<file path="config.mk">
export PLATFORM = sky130hd
export DESIGN_NAME = color_cmd_writer
export DESIGN_NICKNAME = d
export VERILOG_FILES = /design/src/rtl/color_cmd_writer.sv
export SDC_FILE = /design/constraint.sdc
export NUM_CORES = 1
export LEC_CHECK = 0
export ABC_AREA = 1
export BUFFER_PORTS_ARGS = -buffer_cell sky130_fd_sc_hd__buf_2
export CORE_MARGIN = 4
export CORE_UTILIZATION = 33
export CTS_CLUSTER_DIAMETER = 40
export DETAILED_ROUTE_END_ITERATION = 8
export PLACE_DENSITY_LB_ADDON = 0.2
export SYNTH_ARGS = -nofsm -noshare
export SYNTH_HDL_FRONTEND = slang
export SYNTH_SLANG_ARGS = --single-unit
</file>
<file path="constraint.sdc">
create_clock -name clk -period 5 [get_ports clk]
set_input_delay 0.25 -clock clk [delete_from_list [all_inputs] [get_ports clk]]
set_output_delay 0.25 -clock clk [all_outputs]
set_load 0.01 [all_outputs]
</file>
<file path="src/rtl/color_cmd_writer.sv">
// color_cmd_writer
//   Initiator side of the colour-register write handshake. Parses framed
//   command bytes from uart_rx, queues {last,channel,address,data} entries in
//   a small FIFO and issues them one at a time to the colour register file.
//
//   Frame: header {4'hC,2'b00,ch[1:0]}, count byte N (1..MAX_WRITES), then N
//   payload bytes {addr[3:0],data[3:0]}.
//
// Ports
//   clk, rst            clock, synchronous active-high reset
//   rx_data/rx_valid    received byte and its 1-cycle strobe
//   rx_ready            parser can take a byte (low only in PAYLOAD with FIFO full)
//   channel/address/data  current write, stable while valid=1, held afterwards
//   valid/ack           write request level / write accepted level
//   frame_done          pulse: last write of a frame acked or timed out
//   err_hdr             pulse: bad header or bad count byte
//   err_timeout         pulse: write aborted after ACK_TIMEOUT cycles
//   o_dbg_parser_state  parser FSM state (0 IDLE, 1 COUNT, 2 PAYLOAD)
//   o_dbg_issuer_state  issuer FSM state (0 READY, 1 WAIT)
//
// Handshakes
//   Byte input: a byte is taken on a rising edge where rx_valid & rx_ready.
//   A strobe while rx_ready is low is dropped (uart_rx cannot stall).
//   Write output: 4-phase. valid rises with channel/address/data stable; it
//   stays high until ack is seen (or the timeout fires), then falls for at
//   least one cycle. A new write starts only once ack has returned low.
module color_cmd_writer #(
  parameter int FIFO_DEPTH  = 4,
  parameter int MAX_WRITES  = 8,
  parameter int ACK_TIMEOUT = 255
) (
  input  logic       clk,
  input  logic       rst,
  input  logic [7:0] rx_data,
  input  logic       rx_valid,
  output logic       rx_ready,
  output logic [1:0] channel,
  output logic [3:0] address,
  output logic [3:0] data,
  output logic       valid,
  input  logic       ack,
  output logic       frame_done,
  output logic       err_hdr,
  output logic       err_timeout,
  output logic [1:0] o_dbg_parser_state,
  output logic       o_dbg_issuer_state
);

  localparam int AW = $clog2(FIFO_DEPTH);
  localparam int CW = AW + 1;
  localparam int TW = ($clog2(ACK_TIMEOUT + 1) > 8) ? $clog2(ACK_TIMEOUT + 1) : 8;

  typedef enum logic [1:0] {
    P_IDLE    = 2'd0,
    P_COUNT   = 2'd1,
    P_PAYLOAD = 2'd2
  } parser_state_t;

  typedef enum logic {
    I_READY = 1'b0,
    I_WAIT  = 1'b1
  } issuer_state_t;

  // Parser
  parser_state_t r_pstate, w_pstate_nxt;
  logic [1:0]    r_ch_pending, w_ch_pending_nxt;
  logic [7:0]    r_remaining, w_remaining_nxt;
  logic          r_err_hdr, w_err_hdr_nxt;
  logic          w_accept;
  logic          w_push;
  logic [10:0]   w_push_entry;

  // FIFO
  logic [10:0]   r_mem [FIFO_DEPTH];
  logic [AW-1:0] r_wr_ptr, r_rd_ptr;
  logic [CW-1:0] r_count;
  logic          w_full, w_empty, w_pop;
  logic [10:0]   w_head;

  // Issuer
  issuer_state_t r_istate, w_istate_nxt;
  logic          r_valid, w_valid_nxt;
  logic [TW-1:0] r_timer, w_timer_nxt;
  logic          r_last;
  logic [1:0]    r_channel;
  logic [3:0]    r_address, r_data;
  logic          r_frame_done, w_frame_done_nxt;
  logic          r_err_timeout, w_err_timeout_nxt;

  assign w_full   = (r_count == CW'(FIFO_DEPTH));
  assign w_empty  = (r_count == '0);
  assign w_head   = r_mem[r_rd_ptr];
  assign rx_ready = !((r_pstate == P_PAYLOAD) && w_full);
  assign w_accept = rx_valid && rx_ready;

  // Parser next-state
  always_comb begin
    w_pstate_nxt     = r_pstate;
    w_ch_pending_nxt = r_ch_pending;
    w_remaining_nxt  = r_remaining;
    w_err_hdr_nxt    = 1'b0;
    w_push           = 1'b0;
    w_push_entry     = '0;
    if (w_accept) begin
      case (r_pstate)
        P_IDLE: begin
          if ((rx_data[7:4] == 4'hC) && (rx_data[3:2] == 2'b00)) begin
            w_ch_pending_nxt = rx_data[1:0];
            w_pstate_nxt     = P_COUNT;
          end else begin
            w_err_hdr_nxt = 1'b1;
          end
        end
        P_COUNT: begin
          if ((rx_data >= 8'd1) && (rx_data <= 8'(MAX_WRITES))) begin
            w_remaining_nxt = rx_data;
            w_pstate_nxt    = P_PAYLOAD;
          end else begin
            w_err_hdr_nxt = 1'b1;
            w_pstate_nxt  = P_IDLE;
          end
        end
        P_PAYLOAD: begin
          w_push          = 1'b1;
          w_push_entry    = {(r_remaining == 8'd1), r_ch_pending, rx_data};
          w_remaining_nxt = r_remaining - 8'd1;
          if (r_remaining == 8'd1) begin
            w_pstate_nxt = P_IDLE;
          end
        end
        default: w_pstate_nxt = P_IDLE;
      endcase
    end
  end

  // Issuer next-state; decisions use the FIFO contents before this edge's push
  always_comb begin
    w_istate_nxt      = r_istate;
    w_pop             = 1'b0;
    w_valid_nxt       = r_valid;
    w_timer_nxt       = r_timer;
    w_frame_done_nxt  = 1'b0;
    w_err_timeout_nxt = 1'b0;
    case (r_istate)
      I_READY: begin
        if (!w_empty && !ack) begin
          w_pop        = 1'b1;
          w_valid_nxt  = 1'b1;
          w_timer_nxt  = '0;
          w_istate_nxt = I_WAIT;
        end
      end
      I_WAIT: begin
        // ack is tested first so it wins over a coincident timeout
        if (ack) begin
          w_valid_nxt      = 1'b0;
          w_frame_done_nxt = r_last;
          w_istate_nxt     = I_READY;
        end else if (r_timer == TW'(ACK_TIMEOUT - 1)) begin
          w_valid_nxt       = 1'b0;
          w_err_timeout_nxt = 1'b1;
          w_frame_done_nxt  = r_last;
          w_istate_nxt      = I_READY;
        end else if (r_timer != '1) begin
          w_timer_nxt = r_timer + TW'(1);
        end
      end
      default: w_istate_nxt = I_READY;
    endcase
  end

  // State registers
  always_ff @(posedge clk) begin
    if (rst) begin
      r_pstate      <= P_IDLE;
      r_ch_pending  <= '0;
      r_remaining   <= '0;
      r_err_hdr     <= 1'b0;
      r_wr_ptr      <= '0;
      r_rd_ptr      <= '0;
      r_count       <= '0;
      r_istate      <= I_READY;
      r_valid       <= 1'b0;
      r_timer       <= '0;
      r_last        <= 1'b0;
      r_channel     <= '0;
      r_address     <= '0;
      r_data        <= '0;
      r_frame_done  <= 1'b0;
      r_err_timeout <= 1'b0;
    end else begin
      r_pstate      <= w_pstate_nxt;
      r_ch_pending  <= w_ch_pending_nxt;
      r_remaining   <= w_remaining_nxt;
      r_err_hdr     <= w_err_hdr_nxt;
      r_istate      <= w_istate_nxt;
      r_valid       <= w_valid_nxt;
      r_timer       <= w_timer_nxt;
      r_frame_done  <= w_frame_done_nxt;
      r_err_timeout <= w_err_timeout_nxt;
      if (w_push) begin
        r_wr_ptr <= r_wr_ptr + AW'(1);
      end
      if (w_pop) begin
        r_rd_ptr  <= r_rd_ptr + AW'(1);
        r_last    <= w_head[10];
        r_channel <= w_head[9:8];
        r_address <= w_head[7:4];
        r_data    <= w_head[3:0];
      end
      case ({w_push, w_pop})
        2'b10:   r_count <= r_count + CW'(1);
        2'b01:   r_count <= r_count - CW'(1);
        default: r_count <= r_count;
      endcase
    end
  end

  // FIFO storage needs no reset; the pointers and count define its contents
  always_ff @(posedge clk) begin
    if (w_push) begin
      r_mem[r_wr_ptr] <= w_push_entry;
    end
  end

  assign channel            = r_channel;
  assign address            = r_address;
  assign data               = r_data;
  assign valid              = r_valid;
  assign frame_done         = r_frame_done;
  assign err_hdr            = r_err_hdr;
  assign err_timeout        = r_err_timeout;
  assign o_dbg_parser_state = r_pstate;
  assign o_dbg_issuer_state = r_istate;

endmodule

</file>
Word-level counts from Yosys, hierarchy flattened:

Memories as Yosys holds them, arrays and structs flattened. A register that Yosys moved wholly into a read port is not among the register bits.
Index checks and enable logic that the tools add are counted.

* register bits after elaboration: 32
* bits in writable memories: 44
* bits of input ports: 12
* output and inout port bits: 18
* word-level logic and storage cells: 94
* memories: 1

Memory list
* r_mem: depth 4, width 11, read ports 1, clocked after memory_dff 1, wr ports 1, RTL line 74 `logic [10:0] r_mem [FIFO_DEPTH];`

* add/sub/neg operators: 6
* $lt $le $gt $ge: 2
* equality and inequality tests: 17
* multiplexer cells: 33
* bitwise logic cells: 2
* reductions and logical operators: 21

Operators with widths (count)
* $mux W8: 5
* $pmux W8 S2: 2
* $mux W11: 2
* $mux W1: 16
* $ne A2 B2 Y1 const B: 5
* $reduce_and A3 Y1: 3
* $add A8 B1 Y8 const B: 1
* $eq A8 B1 Y1 const B: 1
* $eq A8 B8 Y1 const B: 1
* $ge A8 B1 Y1 const B: 1
* $le A8 B4 Y1 const B: 1
* $ne A8 B8 Y1 const B: 1
* $sub A8 B1 Y8 const B: 1
* $mux W2: 3
* $pmux W1 S2: 3
* $pmux W2 S3: 1
* $pmux W3 S2: 1
* $logic_and A1 B1 Y1: 5
* $add A2 B1 Y2 const B: 2
* $eq A2 B1 Y1 const B: 2
* $eq A2 B2 Y1 const B: 2
* $eq A4 B4 Y1 const B: 1
* $logic_not A2 Y1: 2
* $ne A2 B1 Y1 const B: 2
* other kinds (12): 17

Depth between registers and ports, before layout:

* word-level depth: 7
* gate-level depth with buffers: 14
* gate-level depth less buffers: 13

Worst setup path before layout:

OpenSTA, ideal clock, no wires.

* kind: reg2reg
* from: reg r_pstate[1], in the netlist o_dbg_parser_state[1]
* to: reg r_count[2]
* setup time: 0.122 ns
* arrival time: 2.185 ns
* required time: 4.878 ns
* path slack: 2.693 ns
* stages on the path, launching flop included: 15
* buffers on the path: 1
* period minus slack after synthesis: 2.307 ns
* cell sequence: dfxtp_1 > inv_2 > nor2_4 > nand3_2 > nand2_4 > inv_2 > nand2_2 > buf_4 > ha_1 > inv_1 > fa_1 > a21oi_1 > o21ai_0 > o21ai_0 > a21oi_1

* longest elaborated chain between the ends: 7
* elaborated cells on any way between the ends: 10
* classes of those cells: eq/ne: 3; mux: 3; reduce/logical: 4

Ends and longest elaborated chain
* start, declared: RTL line 65 `parser_state_t r_pstate, w_pstate_nxt;`
* start signal, assigned: RTL line 192 `r_pstate <= w_pstate_nxt;`
* $eq A2 B2 Y1 (*): RTL line 93 `assign rx_ready = !((r_pstate == P_PAYLOAD) && w_full);`
* $logic_and A1 B1 Y1 (*): RTL line 93
* $logic_not A1 Y1 (*): RTL line 93
* named net rx_ready: RTL line 36 `output logic rx_ready,`
* $logic_and A1 B1 Y1 (*): RTL line 94 `assign w_accept = rx_valid && rx_ready;`
* $mux W1 (*): RTL line 104 `if (w_accept) begin`
* $eq A2 B1 Y1 / $eq A2 B2 Y1 (equally long branches): RTL line 211 `case ({w_push, w_pop})`
* $pmux W3 S2 / $reduce_bool A2 Y1 (equally long branches)
* end signal, assigned: RTL line 212 `2'b10: r_count <= r_count + CW'(1);`
* end signal, assigned: RTL line 213 `2'b01: r_count <= r_count - CW'(1);`
* end signal, assigned: RTL line 214 `default: r_count <= r_count;`
* end, declared: RTL line 76 `logic [CW-1:0] r_count;`

The timed path passes the listed nets; every way through them passes the cells marked *.
A chain may end at the register's enable or synchronous reset.

Worst setup path after layout:

* from: reg r_pstate[1], in the netlist o_dbg_parser_state[1]
* to: reg r_count[2]

* longest elaborated chain between the ends: 7
* elaborated cells on any way between the ends: 10
* classes of those cells: eq/ne: 3; mux: 3; reduce/logical: 4

Ends and longest elaborated chain (RTL line)
* $eq A2 B2 Y1 (*): 93, 105
* $logic_and A1 B1 Y1: 93
* $logic_not A1 Y1: 93
* $logic_and A1 B1 Y1: 94
* $mux W1 (*): 104
* $eq A2 B1 Y1 / $eq A2 B2 Y1 (equally long branches): 211
* $pmux W3 S2 / $reduce_bool A2 Y1 (equally long branches)

Mark *: on every way between the ends. The rest lies on a longest branch, timed or not.

==> metrics <==
compound-cell area share of the yosys netlist=11.0%; Ys Warns=0; core area=11500 um2; TritonCTS Buffers=9; max-cap violations=0; maximum buffer depth of the clock tree=2; Post-route DRC=0; I/O Buffers=29; clock network fraction of design power=38.5%; Vias=2954; area leader, netlist=edfxtp_1; Antenna Violating Nets Remaining=0; net switching power=483 uW; share of layout cells above drive strength 1=10.9%; Req. time, crit path=5230 ps; final WL=8350 um; Reg area=2180 um2; WL met3=304 um; design area=4490 um2; Nets=511; worst clock skew=5.42 ps; Initial Utilization=34.1%; fin util=39.0%; VDD IR-drop max=0.158 mV; Cells after Synth=461; post-synthesis sequential area ratio=55.5%; Final WS setup=2420 ps; post-CTS sizing=0; Die Ht=117 um; CTS Sinks=87; Final setup viols=0; Total GRT Usage=13.1%; Clock Latency Late Sink=340 ps; Post CTS Setup Buffer Count=0; Reg power frac=47.6%; status=finished clean; setup TNS=0 ps; worst slew pin tran=1130 ps; gr ovfl total=0; Area after DPL=4200 um2; clock slew at reported path FFs=70 ps; RD Place Congestion=0.793; crit path time final=2580 ps; P_leak=0.00189 uW; Max H-tree Level=3; routed length per instance=13.1 um; unrepaired setup endpoints after global routing=no; non-filler instance count after layout=637; Arrival @ worst endpoint=2810 ps; max_slew headroom=24.1%; diode count=0; post-route clock period utilization=51.7%; final hold violation count=0; CP Capture Type=flip-flop; die area=13700 um2; First-pass DRT Iterations=4; multiplexer share of the synthesized area=0%; TritonCTS clock tree=yes; post-synth cell types=31; Routed met2 length=3870 um; Via density=4.64; Hold Crit Class=input pin to flip-flop; row cnt=39; Met1 Routed Length=4070 um; Placed Cells=621; vias in the first global route=2715; DRT iter0 DRCs=162; first-pass GRT wire length=13700 um; pin count of the biggest net entering global routing=29; hpwl dp=5790 um; P per Cell Area=376 nW/um2; Fillers=1178; Syn-to-layout area delta=14.1%; uppermost routed layer=met4; I/O pin count=30; main combinational cell family by area after synthesis=simple AND/OR/NAND/NOR gates; Slew Limit Fails=0; Post-Synth XOR/XNOR Area=0.446%; Mapped Nets=483; cts hold-fix bufs=0; initial antenna violation count=0; combinational power share=13.9%; dpl ws=2410 ps; area of the multi-input gates=1480 um2; Sw Ratio=28.6%; CP max FO=17; Mapped Area=3930 um2; Fmax=387 MHz; top cells by area, synth=edfxtp_1 (34%), dfxtp_1 (22%), nand2_1 (9.7%); Avg Synthesized Cell Area=8.53 um2; CP Launch Type=flip-flop; CTS root buf=clkbuf_16; #FFs+latches synth=87; Synth top area share=33.6%; Synth Area in Simple Gates=22.8%; adder-cell share of the synthesized area=3.37%; Setup CP Type=flip-flop to flip-flop; P_int=1200 uW; die width=117 um
## flip-flops by register name, summed over array words and instances, names as in the netlist
| register | cells |
|---|---|
| address | 4 |
| channel | 2 |
| data | 4 |
| err_hdr | 1 |
| err_timeout | 1 |
| frame_done | 1 |
| o_dbg_issuer_state | 1 |
| o_dbg_parser_state | 2 |
| r_ch_pending | 2 |
| r_count | 3 |
| r_last | 1 |
| r_mem | 44 |
| r_rd_ptr | 2 |
| r_remaining | 8 |
| r_timer | 8 |
| r_wr_ptr | 2 |
| valid | 1 |
## worst max-delay path, cell delays in order (launching register included)
cell and delay, ps:
dfxtp_1 380, inv_2 70, nor2_4 310, nand3_2 150, nand2_4 120, inv_2 70
nand2_2 240, ha_1 200, inv_1 70, fa_1 370, a21oi_1 140, o21ai_0 110
o21ai_0 170, a21oi_1 60
## cell usage after synthesis, drive strengths merged
master and count:
inv 52, a21oi 21, fa 1, a211oi 1, nor3 2, dfxtp 43
buf 6, nand2 104, o21ai 42, xor2 1, nand3 17, ha 9
clkbuf 7, nor2 88, nand4 5, edfxtp 44, o21bai 2, nor3b 2
a32o 7, a31oi 4, clkinv 2, xnor2 1
## cells by family (layout without fill, tap and decap cells)
logic type / Yosys count / in the layout
flip-flops: 87 / 87
buffers and inverters: 67 / 100
XOR/XNOR: 2 / 2
adder cells (fa/ha/maj): 10 / 10
AND/OR/NAND/NOR: 218 / 218
AO/OA/AOI/OAI: 77 / 77
## cells in the final DEF (no fill, tap or decap), types with 2 or more instances in the layout
cell	n
nor3b_1	2
o21bai_1	2
nor2_1	87
inv_8	2
clkinv_1	2
edfxtp_1	44
dfxtp_1	43
a21oi_1	21
nor3_1	2
a32o_1	7
nand3_1	15
clkinvlp_4	2
o21ai_0	42
a31oi_1	4
nand2_1	102
nand4_1	5
clkbuf_16	9
inv_2	3
buf_2	29
inv_1	49
inv_6	2
ha_1	9
## cell type report
class | instances | area share [%]
sequential | 87 | 48.6
multi-input combinational | 307 | 33.0
clock buffer | 9 | 5.02
inverter | 54 | 4.52
tap | 143 | 3.99
timing repair buffer | 30 | 3.40
clock inverter | 7 | 1.42
## power groups by stage
stage               clock [uW]  combinational [uW]  sequential (uW)
global placement             0                 236              818
finish                     650                 234              803
floorplan                    0                 153              829
CTS                        668                 239              804
detailed placement           0                 239              819
global route               703                 271              809
## path summary, 6_finish.rpt
path | start | end | slack, ps | cells past startpoint
min reg2reg | r_last$_SDFFE_PP0P_ | frame_done$_SDFF_PP0_ | 440 | 2
max reg2reg | o_dbg_parser_state[1]$_SDFFE_PP0P_ | r_count[2]$_SDFFE_PP0P_ | 2420 | 13
max | o_dbg_parser_state[1]$_SDFFE_PP0P_ | r_count[2]$_SDFFE_PP0P_ | 2420 | 13
min | ack | err_timeout$_SDFF_PP0_ | 100 | 2
## metrics by stage
step	total power, uW	hold slack [ps]
after floorplan	982	319
after global placement	1050	432
after detailed placement	1060	431
after CTS	1710	86.3
after global routing	1780	103
final	1690	101
## per-layer routing
metal	GRT usage (%)	up-vias
li1	-	1565
met1	17.4	1335
met2	20.9	44
met3	3.34	10
met4	4.59	0
met5	0	-
Power figures use the tool's default switching activity.
